[src/rtl/obi_arb_pkg.sv]
// Shared types for the OBI memory arbiter: arbitration mode and index-width helper.
package obi_arb_pkg;

    typedef enum logic {
        ARB_FIXED = 1'b0,
        ARB_RR    = 1'b1
    } arb_mode_t;

    // Bits needed to index n items; never below 1 so single-entry ranges stay legal.
    function automatic int unsigned idx_width(input int unsigned n);
        return (n > 1) ? $clog2(n) : 1;
    endfunction

endpackage

[src/rtl/obi_arb_route_fifo.sv]
// Route FIFO remembering which port owns each outstanding request; head visible combinationally.
// Push into a full FIFO and pop from an empty one are ignored; count is the registered occupancy.
module obi_arb_route_fifo
    import obi_arb_pkg::*;
#(
    parameter int unsigned DEPTH = 2,
    parameter int unsigned WIDTH = 2
) (
    input  logic                                 clk_i,
    input  logic                                 rst_ni,
    input  logic                                 push_i,
    input  logic [WIDTH-1:0]                     data_i,
    input  logic                                 pop_i,
    output logic [WIDTH-1:0]                     data_o,
    output logic [idx_width(DEPTH+1)-1:0]        count_o
);
    localparam int unsigned PW = idx_width(DEPTH);
    localparam int unsigned CW = idx_width(DEPTH + 1);

    logic [WIDTH-1:0] mem_q [DEPTH];
    logic [WIDTH-1:0] mem_d [DEPTH];
    logic [PW-1:0]    wr_ptr_q, wr_ptr_d;
    logic [PW-1:0]    rd_ptr_q, rd_ptr_d;
    logic [CW-1:0]    count_q, count_d;
    logic             do_push, do_pop;

    function automatic logic [PW-1:0] ptr_inc(input logic [PW-1:0] p);
        return (p == PW'(DEPTH - 1)) ? '0 : p + PW'(1);
    endfunction

    always_comb begin
        do_push  = push_i && (count_q != CW'(DEPTH));
        do_pop   = pop_i && (count_q != '0);
        mem_d    = mem_q;
        wr_ptr_d = wr_ptr_q;
        rd_ptr_d = rd_ptr_q;
        count_d  = count_q + CW'(do_push) - CW'(do_pop);
        if (do_push) begin
            mem_d[wr_ptr_q] = data_i;
            wr_ptr_d        = ptr_inc(wr_ptr_q);
        end
        if (do_pop) begin
            rd_ptr_d = ptr_inc(rd_ptr_q);
        end
    end

    always_ff @(posedge clk_i or negedge rst_ni) begin
        if (!rst_ni) begin
            for (int i = 0; i < DEPTH; i++) begin
                mem_q[i] <= '0;
            end
            wr_ptr_q <= '0;
            rd_ptr_q <= '0;
            count_q  <= '0;
        end else begin
            mem_q    <= mem_d;
            wr_ptr_q <= wr_ptr_d;
            rd_ptr_q <= rd_ptr_d;
            count_q  <= count_d;
        end
    end

    assign data_o  = mem_q[rd_ptr_q];
    assign count_o = count_q;

endmodule

[src/rtl/obi_mem_arbiter.sv]
// N-to-1 OBI arbiter (fixed or round-robin); zero-cycle request path, responses routed back in grant order.
// Stops requesting downstream while MAX_OUTSTANDING routes are pending; holds each requester until granted.
module obi_mem_arbiter
    import obi_arb_pkg::*;
#(
    parameter int unsigned NUM_PORTS       = 4,
    parameter int unsigned ADDR_WIDTH      = 32,
    parameter int unsigned DATA_WIDTH      = 32,
    parameter int unsigned MAX_OUTSTANDING = 2,
    parameter arb_mode_t   ARB_MODE        = ARB_RR
) (
    input  logic                                   clk_i,
    input  logic                                   rst_ni,
    input  logic [NUM_PORTS-1:0]                   req_i,
    output logic [NUM_PORTS-1:0]                   gnt_o,
    input  logic [NUM_PORTS-1:0][ADDR_WIDTH-1:0]   addr_i,
    input  logic [NUM_PORTS-1:0]                   we_i,
    input  logic [NUM_PORTS-1:0][DATA_WIDTH/8-1:0] be_i,
    input  logic [NUM_PORTS-1:0][DATA_WIDTH-1:0]   wdata_i,
    output logic [NUM_PORTS-1:0]                   rvalid_o,
    output logic [DATA_WIDTH-1:0]                  rdata_o,
    output logic                                   mem_req_o,
    output logic [ADDR_WIDTH-1:0]                  mem_addr_o,
    output logic                                   mem_we_o,
    output logic [DATA_WIDTH/8-1:0]                mem_be_o,
    output logic [DATA_WIDTH-1:0]                  mem_wdata_o,
    input  logic                                   mem_gnt_i,
    input  logic                                   mem_rvalid_i,
    input  logic [DATA_WIDTH-1:0]                  mem_rdata_i,
    output logic                                   err_o
);
    localparam int unsigned IW = idx_width(NUM_PORTS);
    localparam int unsigned CW = idx_width(MAX_OUTSTANDING + 1);

    logic [IW-1:0] last_grant_q, last_grant_d;
    logic [IW-1:0] winner, cand, head;
    logic [CW-1:0] count;
    logic          found, any_req, full, hs, pop;
    logic          err_q, err_d;

    // Priority search; in RR mode it rotates to start just after the last handshaken port.
    always_comb begin
        winner = '0;
        cand   = '0;
        found  = 1'b0;
        for (int unsigned i = 0; i < NUM_PORTS; i++) begin
            if (ARB_MODE == ARB_RR) begin
                cand = IW'((32'(last_grant_q) + i + 32'd1) % NUM_PORTS);
            end else begin
                cand = IW'(i);
            end
            if (!found && req_i[cand]) begin
                found  = 1'b1;
                winner = cand;
            end
        end
    end

    // Full uses the registered count so a same-cycle response never opens a slot.
    assign any_req   = |req_i;
    assign full      = (count >= CW'(MAX_OUTSTANDING));
    assign mem_req_o = rst_ni && any_req && !full;
    assign hs        = mem_req_o && mem_gnt_i;
    assign pop       = rst_ni && mem_rvalid_i && (count != '0);
    assign rdata_o   = rst_ni ? mem_rdata_i : '0;

    always_comb begin
        mem_addr_o  = '0;
        mem_we_o    = 1'b0;
        mem_be_o    = '0;
        mem_wdata_o = '0;
        gnt_o       = '0;
        rvalid_o    = '0;
        if (rst_ni && any_req) begin
            mem_addr_o  = addr_i[winner];
            mem_we_o    = we_i[winner];
            mem_be_o    = be_i[winner];
            mem_wdata_o = wdata_i[winner];
        end
        if (hs) begin
            gnt_o[winner] = 1'b1;
        end
        if (pop) begin
            rvalid_o[head] = 1'b1;
        end
    end

    always_comb begin
        last_grant_d = hs ? winner : last_grant_q;
        err_d        = err_q || (mem_rvalid_i && (count == '0));
    end

    always_ff @(posedge clk_i or negedge rst_ni) begin
        if (!rst_ni) begin
            last_grant_q <= IW'(NUM_PORTS - 1);
            err_q        <= 1'b0;
        end else begin
            last_grant_q <= last_grant_d;
            err_q        <= err_d;
        end
    end

    assign err_o = err_q;

    obi_arb_route_fifo #(
        .DEPTH (MAX_OUTSTANDING),
        .WIDTH (IW)
    ) u_route_fifo (
        .clk_i   (clk_i),
        .rst_ni  (rst_ni),
        .push_i  (hs),
        .data_i  (winner),
        .pop_i   (pop),
        .data_o  (head),
        .count_o (count)
    );

endmodule
[config.mk]
export PLATFORM = sky130hd
export DESIGN_NAME = obi_mem_arbiter
export DESIGN_NICKNAME = d
export VERILOG_FILES = /design/src/rtl/obi_arb_pkg.sv /design/src/rtl/obi_arb_route_fifo.sv /design/src/rtl/obi_mem_arbiter.sv
export SDC_FILE = /design/constraint.sdc
export NUM_CORES = 1
export LEC_CHECK = 0
export CAP_MARGIN = 10
export CORE_AREA = 2 2 168 170
export DETAILED_ROUTE_END_ITERATION = 10
export DIE_AREA = 0 0 170 172
export HOLD_SLACK_MARGIN = 0.08
export PLACE_DENSITY = 0.46
export SETUP_SLACK_MARGIN = 0.02
export SYNTH_ARGS = -nofsm -noshare
export SYNTH_HDL_FRONTEND = slang
export SYNTH_SLANG_ARGS = --single-unit
[constraint.sdc]
create_clock -name clk_i -period 3.9 [get_ports clk_i]
set_input_delay 0.39 -clock clk_i [delete_from_list [all_inputs] [get_ports clk_i]]
set_output_delay 0.39 -clock clk_i [all_outputs]
set_load 0.02 [all_outputs]
==> results.cfg, run 1 <==
[global_route]
grt_overflow = 0
grt_pass1_vias = 4379
grt_pass1_wl_um = 24180
grt_max_degree = 49
antenna_found_initial = 0
grt_use_total = 0.1053

[sta]
period_share = 0.8981
min_period_ns = 3.502
fin_skew_ns = 0.004870
worstMarginPinSlew_ns = 0.6089
rsz0062_at_grt = false
finalSetupViolCount = 0
maxSlewViolCount = 0
setup_tns_ns = 0
fmax_ghz = 0.2855
hold_viol = 0
slew_headroom = 0.5940

[finish]
fillers = 3003
syn2layout_area_growth_pct = 165.2
nets = 1079
n_antenna_cell = 0
fin_area_mm2 = 0.007667
seq_area_um2 = 277.8
drive_gt1_frac = 0.03684
multiInputGateArea_mm2 = 0.002385

[yosys]
yosysSeqAreaShare = 0.09606
synth_ff_type = dfrtp_1
netlist_area_mm2 = 0.002892
synth_cell_types = 32
async_flop_share = 1.000
synth_edf_count = 0
syn_area_per_cell_um2 = 8.309
yosys_warnings = 0
synthCells = 348
synth_nets = 666
ys_seq_elements = 11

[power_and_ir_drop]
power_density_mw_per_mm2 = 387.1
p_leak_nw = 3.015
peakVddDrop_mv = 0.1688

[placement]
placed_cell_area_mm2 = 0.007589
place.detailed.hpwl_um = 14780
gp_congestion = 0.7428
io_buffers = 426

[critical_path]
worstPathCellList = clkdlybuf4s50_1 -> o21ai_1 -> o21ai_1 -> a211oi_2 -> nand2b_2 -> buf_12 -> o22ai_1 -> clkdlybuf4s50_1
r2r_setup_slack_ns = 2.04
startpoint = req_i[0]
regToRegStartpoint = u_route_fifo.count_o[1]
path_max_fanout = 40
criticalPathCategory = in2out
path_buf_inv = 3
ff2ff_path_depth = 7
r2r_end = u_route_fifo.count_o[1]
endpoint_kind = primary output
max_stage_delay_ns = 0.62
cp-start-kind = primary input
crit_slowest_cell = clkdlybuf4s50_1
crit_family = buffers and inverters
cp.required_ns = 3.51
worst_ep_arrival_time_ns = 3.11

[min_path]
hold_path_startpoint = err_o
holdCritPathClass = reg2reg
worstHoldEndpoint = err_o
worstHoldPathCells = 1

[detailed_routing]
drt-total-wl_um = 17410
post_drt_wl_per_cell_um = 15.74
ant_nets = 0
first_iter_violations = 117
detail_route.first_pass.iterations = 4
drc = 0
viasPerCell = 3.877
num_vias = 4288

[clocking]
cts-buffers-inserted = 3
ctsHoldBuffers = 0
cts_resized = 0
cts_tree = yes
clockBufferDepth = 2
clk_latency_ns = 0.24
postCtsSetupBuffers = 0
path_clk_slew_ns = 0.04
htreeDepth = 1
cts.sinks = 11
cts_root_buf = clkbuf_16

[status]
status = finished, final reports clean

[die]
die_area_mm2 = 0.02924
die_w_um = 170
ios = 427
initial_core_util = 0.1052
num_rows = 61
fp.coreArea_mm2 = 0.02748
die_h_um = 172

[job]
cap_violations = 0
==> placed cells by master, fill, tap and decap left out <==
| master | count |
|---|---|
| nor3_1 | 3 |
| nand2b_1 | 1 |
| ha_1 | 2 |
| o211ai_1 | 2 |
| a21oi_1 | 4 |
| nor2b_1 | 2 |
| nand2_1 | 8 |
| buf_12 | 6 |
| a21o_1 | 1 |
| clkbuf_16 | 3 |
| inv_2 | 1 |
| o32a_1 | 1 |
| inv_1 | 6 |
| or2_1 | 1 |
| clkbuf_1 | 1 |
| nand2b_2 | 1 |
| nand3_1 | 1 |
| mux2i_1 | 141 |
| nand2_2 | 2 |
| o211a_4 | 1 |
| dfstp_2 | 2 |
| clkdlybuf4s50_1 | 426 |
| a32oi_1 | 1 |
| a211oi_2 | 1 |
| buf_4 | 11 |
| mux2_1 | 2 |
| and2_1 | 32 |
| o21ai_1 | 3 |
| nand3b_1 | 1 |
| o41a_1 | 1 |
| dfrtp_1 | 9 |
| o22ai_1 | 69 |
| nor2_1 | 10 |
| xnor2_1 | 4 |
==> report_power, final <==
part | total (mW) | switching, mW | internal [mW]
sequential | 0.243 | 0.0687 | 0.175
combinational | 2.54 | 1.20 | 1.34
clock | 0.187 | 0.0495 | 0.137
total | 2.97 | 1.32 | 1.65
==> worst max path at each step <==
stage,end,cells past startpoint,slack [ns]
final,mem_wdata_o[19],8,0.40
after global routing,mem_wdata_o[19],8,0.22
after CTS,mem_wdata_o[19],8,0.37
after detailed placement,mem_addr_o[23],8,0.39
after global placement,mem_wdata_o[19],8,0.42
after floorplan,mem_addr_o[14],7,1.59
==> stage by stage <==
| stage | setup slack, ns | hold slack, ns | total power, mW | utilization | cells |
|---|---|---|---|---|---|
| global route | 0.2162 | 0.4747 | 3.163 | 0.2791 | 1106 |
| floorplan | 1.591 | 0.09441 | 1.692 | - | 348 |
| detailed placement | 0.3897 | 0.4540 | 2.809 | 0.2762 | 1102 |
| finish | 0.3975 | 0.4533 | 2.968 | 0.2791 | 1106 |
| global placement | 0.4236 | 0.4440 | 2.823 | 0.2762 | 1102 |
| CTS | 0.3717 | 0.4638 | 3.010 | 0.2791 | 1106 |
==> state kept, by name, summed over array words and instances (netlist names) <==
register	count
u_route_fifo.count_o	2
u_route_fifo.wr_ptr_q	1
err_o	1
last_grant_q	2
u_route_fifo.mem_q	4
u_route_fifo.rd_ptr_q	1
==> cell type report <==
class	instances	area share
repair buffers	443	0.5826
inverters	7	0.003427
well taps	346	0.05646
flip-flops and latches	11	0.03623
clock buffers	4	0.01028
multi-input cells	295	0.3110
==> kinds of logic after synthesis <==
kind of cell / after synthesis / share of synthesized area
compound gates: 84 / 0.1874
xor+xnor: 4 / 0.01211
fa+ha+maj: 2 / 0.008653
buf+inv: 42 / 0.08351
flops: 11 / 0.09606
mux: 143 / 0.4959
simple gates: 62 / 0.1164
==> synth_stat cells, types with 2 or more instances <==
cell type,number,share of area
nor2b_1,2,0.0043
dfrtp_1,9,0.078
mux2i_1,141,0.49
buf_2,10,0.017
nand2_1,9,0.012
dfstp_2,2,0.018
o211ai_1,2,0.0052
nor3_1,3,0.0052
o22ai_1,69,0.15
o21ai_1,3,0.0052
ha_1,2,0.0087
buf_6,9,0.035
inv_1,6,0.0078
nor2_1,10,0.013
clkbuf_1,15,0.019
a21oi_1,4,0.0069
nand2b_1,2,0.0043
and2_1,32,0.069
xnor2_1,4,0.012
mux2_1,2,0.0078
==> layer usage <==
metal / track usage / wire length (um) / vias up
li1: - / - / 2149
met1: 0.1149 / 6403 / 1926
met2: 0.2147 / 9674 / 207
met3: 0.02129 / 1262 / 6
met4: 0.009290 / 67 / 0
met5: 0 / 0 / -
No activity file was read; power rests on OpenSTA's default activity.
==> run 2: changes to the inputs <==
--- a/config.mk
+++ b/config.mk
@@ -6,11 +6,11 @@
 export NUM_CORES = 1
 export LEC_CHECK = 0
 export CAP_MARGIN = 10
-export CORE_AREA = 2 2 168 170
+export CORE_AREA = 2 2 165 167
 export DETAILED_ROUTE_END_ITERATION = 10
-export DIE_AREA = 0 0 170 172
+export DIE_AREA = 0 0 167 169
 export HOLD_SLACK_MARGIN = 0.08
-export PLACE_DENSITY = 0.46
+export PLACE_DENSITY_LB_ADDON = 0.25
 export SETUP_SLACK_MARGIN = 0.02
 export SYNTH_ARGS = -nofsm -noshare
 export SYNTH_HDL_FRONTEND = slang
==> constraint.sdc (replaced) <==
create_clock -name clk_i -period 3.4 [get_ports clk_i]
set_input_delay 0.34 -clock clk_i [delete_from_list [all_inputs] [get_ports clk_i]]
set_output_delay 0.34 -clock clk_i [all_outputs]
set_load 0.02 [all_outputs]
==> results.cfg, run 2 (synthesis results as in run 1) <==
[finish]
drive_gt1_frac = 0.04188
syn2layout_area_growth_pct = 166.1
layout_common_cells = clkdlybuf4s50_1 (426), mux2i_1 (141), o22ai_1 (69), and2_1 (32), buf_4 (15)
nets = 1083
max_flop_register = u_route_fifo.mem_q
largest_reg_flops = 4
final_common_cell = clkdlybuf4s50_1

[critical_path]
cp.required_ns = 3.06
path_max_fanout = 22
worst_ep_arrival_time_ns = 2.83
endpoint_kind = primary output
cp-start-kind = primary input
startpoint = req_i[1]
regToRegStartpoint = u_route_fifo.count_o[1]
criticalPathCategory = in2out

[clocking]
cts_tree = yes
clk_latency_ns = 0.23
cts.sinks = 11
cts_resized = 0
clockBufferDepth = 2
cts-buffers-inserted = 3
htreeDepth = 1
cts_root_buf = clkbuf_16
path_clk_slew_ns = 0.04

[detailed_routing]
drc = 0
post_drt_wl_per_cell_um = 16.37
first_iter_violations = 85
viasPerCell = 3.961
num_vias = 4381
ant_nets = 0
detail_route.first_pass.iterations = 4
drt-total-wl_um = 18110

[min_path]
holdCritPathClass = reg2reg
hold_path_startpoint = err_o

[power_and_ir_drop]
power_density_mw_per_mm2 = 446.2
peakVddDrop_mv = 0.2436
p_leak_nw = 3.035

[sta]
period_share = 0.9320
setup_tns_ns = 0
fin_ws_ns = 0.2313
maxSlewViolCount = 0
min_period_ns = 3.169
rsz0062_at_grt = false
fin_skew_ns = 0.0009072
finalSetupViolCount = 0
worstMarginPinSlew_ns = 0.5071
slew_headroom = 0.6605
fmax_ghz = 0.3156
hold_viol = 0

[die]
num_rows = 60
die_h_um = 169
ios = 427
die_w_um = 167
initial_core_util = 0.1091
fp.coreArea_mm2 = 0.02650
die_area_mm2 = 0.02822

[global_route]
grt_use_total = 0.1155
grt_pass1_wl_um = 25640
antenna_found_initial = 1
grtUsageMet1 = 0.1265
grt_max_degree = 54
grt_pass1_vias = 4461
grt_use_met3 = 0.03180
grt_overflow = 0
use_met2 = 0.2220
top_usage_layer = met2

[job]
cap_violations = 0

[placement]
place.detailed.hpwl_um = 15360
gp_congestion = 0.7524
dp_slack_ns = 0.02455
io_buffers = 426

[status]
status = finished, final reports clean
[run 2: where the power goes]
group          internal [mW]  switching [mW]  total, mW  leakage [nW]
combinational           1.56            1.38       2.94          2.87
clock                  0.157          0.0546      0.212        0.0382
sequential             0.201          0.0785      0.279         0.123
total                   1.92            1.51       3.43          3.03
[run 2: metrics by stage]
step,hold slack [ns],util,power [mW],cells,area [um^2]
after floorplan,0.04441,-,1.940,348,2892
after global placement,0.4526,0.2856,3.223,1097,7570
after detailed placement,0.4440,0.2856,3.208,1097,7570
after CTS,0.4576,0.2902,3.483,1105,7691
after global routing,0.4949,0.2903,3.659,1106,7694
final,0.4499,0.2903,3.433,1106,7694
[run 2: final timing paths]
kind	end	slack (ns)	cells after the start
setup / recovery	mem_wdata_o[23]	0.23	9
hold / removal	err_o	0.45	1
setup reg to reg	u_route_fifo.count_o[1]	1.53	7
hold reg to reg	err_o	0.45	1
max in group asynchronous	last_grant_q[0]	2.53	2
min in group asynchronous	u_route_fifo.wr_ptr_q	0.56	2
[run 2: per-layer routing]
layer / vias to the layer above / wire (um)
li1: 2160 / -
met4: 0 / 235
met2: 263 / 9443
met3: 18 / 1583
met5: - / 0
met1: 1940 / 6844
[run 2: critical path: stages]
cell and delay (ns):
clkdlybuf4s50_1 0.49, nor2b_1 0.18, a21oi_1 0.21, o211a_4 0.20
buf_4 0.20, buf_12 0.21, mux2i_1 0.30, o22ai_1 0.12
clkdlybuf4s50_1 0.55
[run 2: timing repair]
action,CTS,global route
setup endpoints to repair,1,0
hold buffers,0,0
setup buffers,4,0
[run 2: layout make-up]
class                      count  area [um^2]
tap                          341        426.7
inverter                       7        26.28
multi-input combinational    295         2385
clock buffer                   4        78.83
sequential                    11        277.8
timing repair buffer         447         4497
antenna                        1        2.502
fill                        2812        18810
